**config.mk**
```make
export PLATFORM = sky130hd
export DESIGN_NAME = mem_stage_ctrl
export DESIGN_NICKNAME = d
export VERILOG_FILES = /design/src/rtl/mem_stage_ctrl.sv
export SDC_FILE = /design/constraint.sdc
export NUM_CORES = 1
export LEC_CHECK = 0
export ABC_AREA = 1
export ABC_CLOCK_PERIOD_IN_PS = 1400
export BUFFER_PORTS_ARGS = -buffer_cell sky130_fd_sc_hd__buf_4
export CAP_MARGIN = 20
export CELL_PAD_IN_SITES_DETAIL_PLACEMENT = 1
export CELL_PAD_IN_SITES_GLOBAL_PLACEMENT = 2
export CORE_UTILIZATION = 29
export DETAILED_ROUTE_END_ITERATION = 10
export GPL_ROUTABILITY_DRIVEN = 0
export PLACE_DENSITY_LB_ADDON = 0.1
export SLEW_MARGIN = 25
export SYNTH_ARGS = -nofsm -noshare
export SYNTH_HDL_FRONTEND = slang
export SYNTH_SLANG_ARGS = --single-unit
export TNS_END_PERCENT = 100
```
**constraint.sdc**
```tcl
create_clock -name clk_i -period 1.4 [get_ports clk_i]
set_input_delay 0 -clock clk_i [delete_from_list [all_inputs] [get_ports clk_i]]
set_output_delay 0 -clock clk_i [all_outputs]
set_load 0.02 [all_outputs]
```
**src/rtl/mem_stage_ctrl.sv**
```systemverilog
// MEM-stage controller: drives a req/ack data-memory port for loads and stores,
// stalls the upstream pipeline while a transaction is outstanding, and holds MEM/WB.
module mem_stage_ctrl #(
  parameter int unsigned TIMEOUT_CYC = 255,
  parameter int unsigned CNT_W       = 8
) (
  input  logic        clk_i,
  input  logic        rst_i,
  input  logic        RegWrite_i,
  input  logic        MemtoReg_i,
  input  logic        MemRead_i,
  input  logic        MemWrite_i,
  input  logic [31:0] ALUResult_i,
  input  logic [31:0] RS2data_i,
  input  logic [4:0]  RDaddr_i,
  output logic        mem_req_o,
  output logic        mem_we_o,
  output logic [31:0] mem_addr_o,
  output logic [31:0] mem_wdata_o,
  input  logic        mem_ack_i,
  input  logic [31:0] mem_rdata_i,
  output logic        stall_o,
  output logic        RegWrite_o,
  output logic        MemtoReg_o,
  output logic [31:0] ALUResult_o,
  output logic [31:0] MemData_o,
  output logic [4:0]  RDaddr_o,
  output logic        err_o
);

  typedef enum logic [1:0] {IDLE, BUSY, DONE} state_t;

  localparam bit              TIMEOUT_EN = (TIMEOUT_CYC != 0);
  localparam logic [CNT_W-1:0] CNT_LAST  = CNT_W'(TIMEOUT_CYC - 1);

  state_t           state, state_next;
  logic [CNT_W-1:0] cnt, cnt_next;
  logic [31:0]      rdata_cap, rdata_cap_next;
  logic             req_next, we_next, err_next;
  logic [31:0]      addr_next, wdata_next;
  logic             wb_rw_next, wb_mtr_next;
  logic [31:0]      wb_alu_next, wb_mdata_next;
  logic [4:0]       wb_rd_next;
  logic             mem_op;

  assign mem_op = MemRead_i | MemWrite_i;

  always_comb begin
    state_next     = state;
    cnt_next       = cnt;
    rdata_cap_next = rdata_cap;
    req_next       = mem_req_o;
    we_next        = mem_we_o;
    addr_next      = mem_addr_o;
    wdata_next     = mem_wdata_o;
    err_next       = err_o;
    stall_o        = 1'b0;
    wb_rw_next     = 1'b0;
    wb_mtr_next    = 1'b0;
    wb_alu_next    = 32'h0;
    wb_mdata_next  = 32'h0;
    wb_rd_next     = 5'h0;
    case (state)
      IDLE: begin
        if (mem_op) begin
          stall_o    = 1'b1;
          addr_next  = ALUResult_i;
          wdata_next = RS2data_i;
          we_next    = MemWrite_i;
          req_next   = 1'b1;
          cnt_next   = '0;
          state_next = BUSY;
        end else begin
          wb_rw_next  = RegWrite_i;
          wb_mtr_next = MemtoReg_i;
          wb_alu_next = ALUResult_i;
          wb_rd_next  = RDaddr_i;
        end
      end
      BUSY: begin
        stall_o  = 1'b1;
        cnt_next = cnt + CNT_W'(1);
        // An ack in the final allowed cycle still completes normally.
        if (mem_ack_i) begin
          rdata_cap_next = mem_we_o ? 32'h0 : mem_rdata_i;
          req_next       = 1'b0;
          state_next     = DONE;
        end else if (TIMEOUT_EN && (cnt == CNT_LAST)) begin
          rdata_cap_next = 32'h0;
          err_next       = 1'b1;
          req_next       = 1'b0;
          state_next     = DONE;
        end
      end
      DONE: begin
        wb_rw_next    = RegWrite_i;
        wb_mtr_next   = MemtoReg_i;
        wb_alu_next   = ALUResult_i;
        wb_rd_next    = RDaddr_i;
        wb_mdata_next = rdata_cap;
        state_next    = IDLE;
      end
      default: state_next = IDLE;
    endcase
  end

  always_ff @(posedge clk_i or negedge rst_i) begin
    if (!rst_i) begin
      state       <= IDLE;
      cnt         <= '0;
      rdata_cap   <= 32'h0;
      mem_req_o   <= 1'b0;
      mem_we_o    <= 1'b0;
      mem_addr_o  <= 32'h0;
      mem_wdata_o <= 32'h0;
      err_o       <= 1'b0;
      RegWrite_o  <= 1'b0;
      MemtoReg_o  <= 1'b0;
      ALUResult_o <= 32'h0;
      MemData_o   <= 32'h0;
      RDaddr_o    <= 5'h0;
    end else begin
      state       <= state_next;
      cnt         <= cnt_next;
      rdata_cap   <= rdata_cap_next;
      mem_req_o   <= req_next;
      mem_we_o    <= we_next;
      mem_addr_o  <= addr_next;
      mem_wdata_o <= wdata_next;
      err_o       <= err_next;
      RegWrite_o  <= wb_rw_next;
      MemtoReg_o  <= wb_mtr_next;
      ALUResult_o <= wb_alu_next;
      MemData_o   <= wb_mdata_next;
      RDaddr_o    <= wb_rd_next;
    end
  end

endmodule

```
# Word level (Yosys, flattened, before mapping)
# Cells that the tools add are included.
[classes] addsub=1 n_mux=24 n_reduce_logical=9 n_bitwise=2 eq_ne=5
[op_table] operator="$mux 32" count=5
[op_table] operator="$pmux 32 s2" count=1
[op_table] operator="$pmux 8 s2" count=1
[op_table] operator="$pmux 5 s2" count=1
[op_table] operator="$add 8x1->8 const B" count=1
[op_table] operator="$eq 8x8->1 const B" count=1
[op_table] operator="$mux 8" count=1
[op_table] operator="$pmux 1 s2" count=4
[op_table] operator="$reduce_and 2->1" count=4
[op_table] operator="$mux 1" count=6
[op_table] operator="$mux 2" count=3
[op_table] operator="$reduce_and 3->1" count=2
[op_table] operator="$mux 5" count=1
[op_table] operator="$pmux 2 s2" count=1
[op_table] operator="$reduce_bool 2->1" count=2
[op_table] operator="$ne 3x3->1 const B" count=1
[op_table] operator="$eq 2x1->1 const B" count=1
[op_table] operator="$eq 2x2->1 const B" count=1
[op_table] operator="$logic_not 2->1" count=1
[op_table] operator="$ne 2x2->1 const B" count=1
[op_table] operator="$not 1->1" count=1
[op_table] operator="$or 1x1->1" count=1
[word_totals] wordCells=54 input_bits=108 register_bits=180 out_inout_bits=139

# Longest topological paths before layout
[depth] word_depth=4 mapped_depth=10 depth_no_buf=9

# Worst setup path before layout
# Ideal clock, no wire load.
[synth_timing] path_kind="register to register" from="register cnt[0]" to="register rdata_cap[22]" path_stages_with_launch=11 t_arrival_ps=1178 path_buffers=1 t_required_ps=1283 synth_period_minus_slack_ps=1295 slack_ps=105 setup_time_ps=117 cell_sequence="dfrtp_1 > inv_1 > ha_1 > nand2_1 > nor2_1 > nand2_1 > nand2_2 > nand2_4 > buf_6 > nand2_1 > nand2_1"
[synth_via] elab_chain_cells=3
[synth_lines] item="start, declared" line_no="37" source="logic [CNT_W-1:0] cnt, cnt_next;"
[synth_lines] item="start signal, assigned" line_no="124" source="cnt <= cnt_next;"
[synth_lines] item="$eq 8x8->1" line_no="88" source="end else if (TIMEOUT_EN && (cnt == CNT_LAST)) begin"
[synth_lines] item="$reduce_bool 2->1 (no line)"
[synth_lines] item="$reduce_and 2->1 (no line)"
[synth_lines] item="end signal, assigned" line_no="125" source="rdata_cap <= rdata_cap_next;"
[synth_lines] item="end, declared" line_no="38" source="logic [31:0] rdata_cap, rdata_cap_next;"
# Every way passes these cells.
# A chain may end at the register's enable or synchronous reset.

# Worst setup path after layout
[layout_timing] from="register cnt[0]" to="register rdata_cap[24]"
# Same word-level chain as after synthesis.

==> flow_summary.toml <==
[status]
run_status = "finished, violations left"
violations = "negative setup slack"

[power_and_ir_drop]
peakVddDrop_mv = 0.964
pwr_density_cell_mw_per_mm2 = 1970
total_power_w = 0.0217
p_leak_nw = 5.84

[yosys]
synth_warnings = 0
yosysTopAreaCell = "dfrtp_1"
ys_types = 21
synthMostInstantiatedCell = "dfrtp_1"
synthesis.area_mm2 = 0.00675
synth_top_area_share_pct = 66.7
synth_edf_count = 0
synth_area_per_cell_um2 = 9.84
synth_commonest_cells = "180 x dfrtp_1, 179 x nand2_1, 84 x inv_1"
async_reset_ff_share_pct = 100
synthCells = 686
synth_flop_cell = "dfrtp_1"
seq_area_frac_synth_pct = 66.7
ys_seq_elements = 180
synth_area_leaders = "dfrtp_1 67%, nand2_1 10%, inv_1 4.7%"
syn-num-nets = 796

[finish]
syn_to_final_growth_pct = 63.2
drive_above_1_share_pct = 33.9
antenna_cells = 0
multi_input_area_mm2 = 0.00191
fillCellCount = 2528
nets = 1168
fin_area_mm2 = 0.0110
register_area_mm2 = 0.00451

[setup_path]
r2r-end = "rdata_cap[24]$_DFFE_PN0P_"
reg2reg_from = "cnt[0]$_DFFE_PN0P_"
required_ps = 1700
arrival_ps = 1760
regToRegSetupSlack_ps = -60
path_class = "register to register"
cp-start-kind = "register"
ff2ff_path_depth = 9
cp-end-kind = "register"
cp_max_fo = 8
setup.worst_path.start = "cnt[0]$_DFFE_PN0P_"

[sta]
fin_crit_ps = 1460
setup_tns_ps = -821
final_hold_viol_count = 0
fmax_ghz = 0.686
fin_crit_sh_pct = 104
setup_viol = 27
worst_slew_pin_slew_ps = 374
report.final.slew_viol_count = 0
rsz0062_at_grt = "yes"
fin_skew_ps = 8.53
worst_slack_ps = -57.6
worst_slew_margin_rel_pct = 75.1

[detailed_routing]
drt-initial-drc-count = 208
final_antenna_net_count = 0
routed_via_density = 4.44
wl_per_cell_um = 16.3
vias = 6017
drt_wl_total_um = 22000
first_pass_iters = 4
drcViolationCount = 0

[clock_tree]
clock_tree.root_cell = "clkbuf_16"
cts_buffers = 17
cts.clk_slew.worst_paths_ps = 70
clock_latency_ps = 420
cts_tree = "yes"
clock_path_buffers = 2
cts_num_sinks = 180
cts_max_level = 4

[floorplan]
die_y_um = 155
fp.coreArea_mm2 = 0.0227
die_w_um = 155
start_util_pct = 29.7
io_pins = 247
rows = 55
dieArea_mm2 = 0.0239

[place]
post-dp-hpwl_um = 14000
postPlaceCellArea_mm2 = 0.00899
io_buffers = 246

[flow_run]
cap_violations = 0

[grt]
grt_antenna_before_repair = 0
grt_max_degree = 69
grt_pass1_vias = 6516
grt-ovfl-total = 0
grt_pass1_wl_um = 33900
grt_util_all_layers_pct = 18.2

[worst_hold_path]
min_path_type = "input pin to asynchronous set/reset pin"
==> layer usage <==
layer | share of wire (%) | wire length [um] | up-vias | global-route usage [%]
li1 | - | - | 2868 | -
met1 | 41 | 9110 | 2962 | 20.8
met2 | 52 | 11500 | 162 | 33.5
met3 | 4.6 | 1010 | 25 | 3.75
met4 | 1.7 | 374 | 0 | 6.55
met5 | 0 | 0 | - | 0
==> flip-flops by register name, indices dropped and copies added, names as in the netlist, 2 cells and up <==
| register | count |
|---|---|
| cnt | 8 |
| mem_wdata_o | 32 |
| rdata_cap | 32 |
| MemData_o | 32 |
| ALUResult_o | 32 |
| mem_addr_o | 32 |
| state | 2 |
| RDaddr_o | 5 |
==> report_power, final <==
group / internal (W) / switching (W)
sequential: 0.00687 / 0.000966
clock: 0.00272 / 0.00207
combinational: 0.00373 / 0.00534
==> timing repair <==
item / in CTS / in global routing
setup endpoints to repair: 35 / 39
resized for setup: 5 / 47
hold buffers: 106 / 0
endpoints found under the hold margin: 317 / 0
pin swaps: 2 / 13
gates cloned: 1 / 5
buffers inserted: 3 / 9
==> final cells by class <==
class                   count  share of cell area [%]
flip-flops and latches    180                    40.9
repair buffers            386                    30.2
multi-input cells         388                    17.3
clock buffers              19                    4.11
well taps                 285                    3.24
inverters                  85                    3.01
clock inverters            11                    1.16
==> kinds of logic after synthesis <==
logic type / count (synthesis) / synth area share, %
buffers and inverters: 123 / 8.25
adders and majority gates: 2 / 0.371
AOI/OAI and AO/OA: 45 / 3.37
DFF: 180 / 66.7
and+or+nand+nor: 336 / 21.3
==> metrics by stage <==
step / util [%] / instances / setup WS [ps] / hold slack [ps]
CTS: 47.1 / 1340 / -23.5 / 25.7
floorplan: - / 686 / 105 / -296
global placement: 39.6 / 1200 / -78.3 / -85.7
finish: 48.5 / 1354 / -57.6 / 32.0
global route: 48.5 / 1354 / -147 / 50.5
detailed placement: 39.6 / 1200 / -120 / -84.8
==> worst max-delay path: stages, from the launching register on <==
cell	delay, ps
dfrtp_1	390
inv_2	80
ha_4	130
nand2_2	50
nor2_2	120
nand2_2	110
nand2_8	200
nand2_8	130
nand2_2	80
nand2_1	50
==> cell usage in the layout (no fill, tap or decap), drive strengths merged <==
cell	netlist	routed
clkbuf	10	20
o21bai	1	1
nand2	187	192
inv	85	87
bufinv	0	2
nand4	32	32
ha	2	2
o21ai	42	42
clkinv	0	4
nor2	77	77
dfrtp	180	180
dlygate4sd3	0	106
a21oi	2	2
clkinvlp	0	3
nand3	40	40
buf	28	279
==> how the worst max path moves through the flow <==
stage                     cells after the start                   endpoint  slack, ps
final                                         9  rdata_cap[24]$_DFFE_PN0P_        -60
after global routing                          9  rdata_cap[24]$_DFFE_PN0P_       -150
after CTS                                     9      mem_req_o$_DFFE_PN0P_        -20
after detailed placement                      9  rdata_cap[19]$_DFFE_PN0P_       -120
after global placement                        9  rdata_cap[15]$_DFFE_PN0P_        -80
after floorplan                              10  rdata_cap[22]$_DFFE_PN0P_        110
Note: power is estimated with default switching activity, not from simulation.
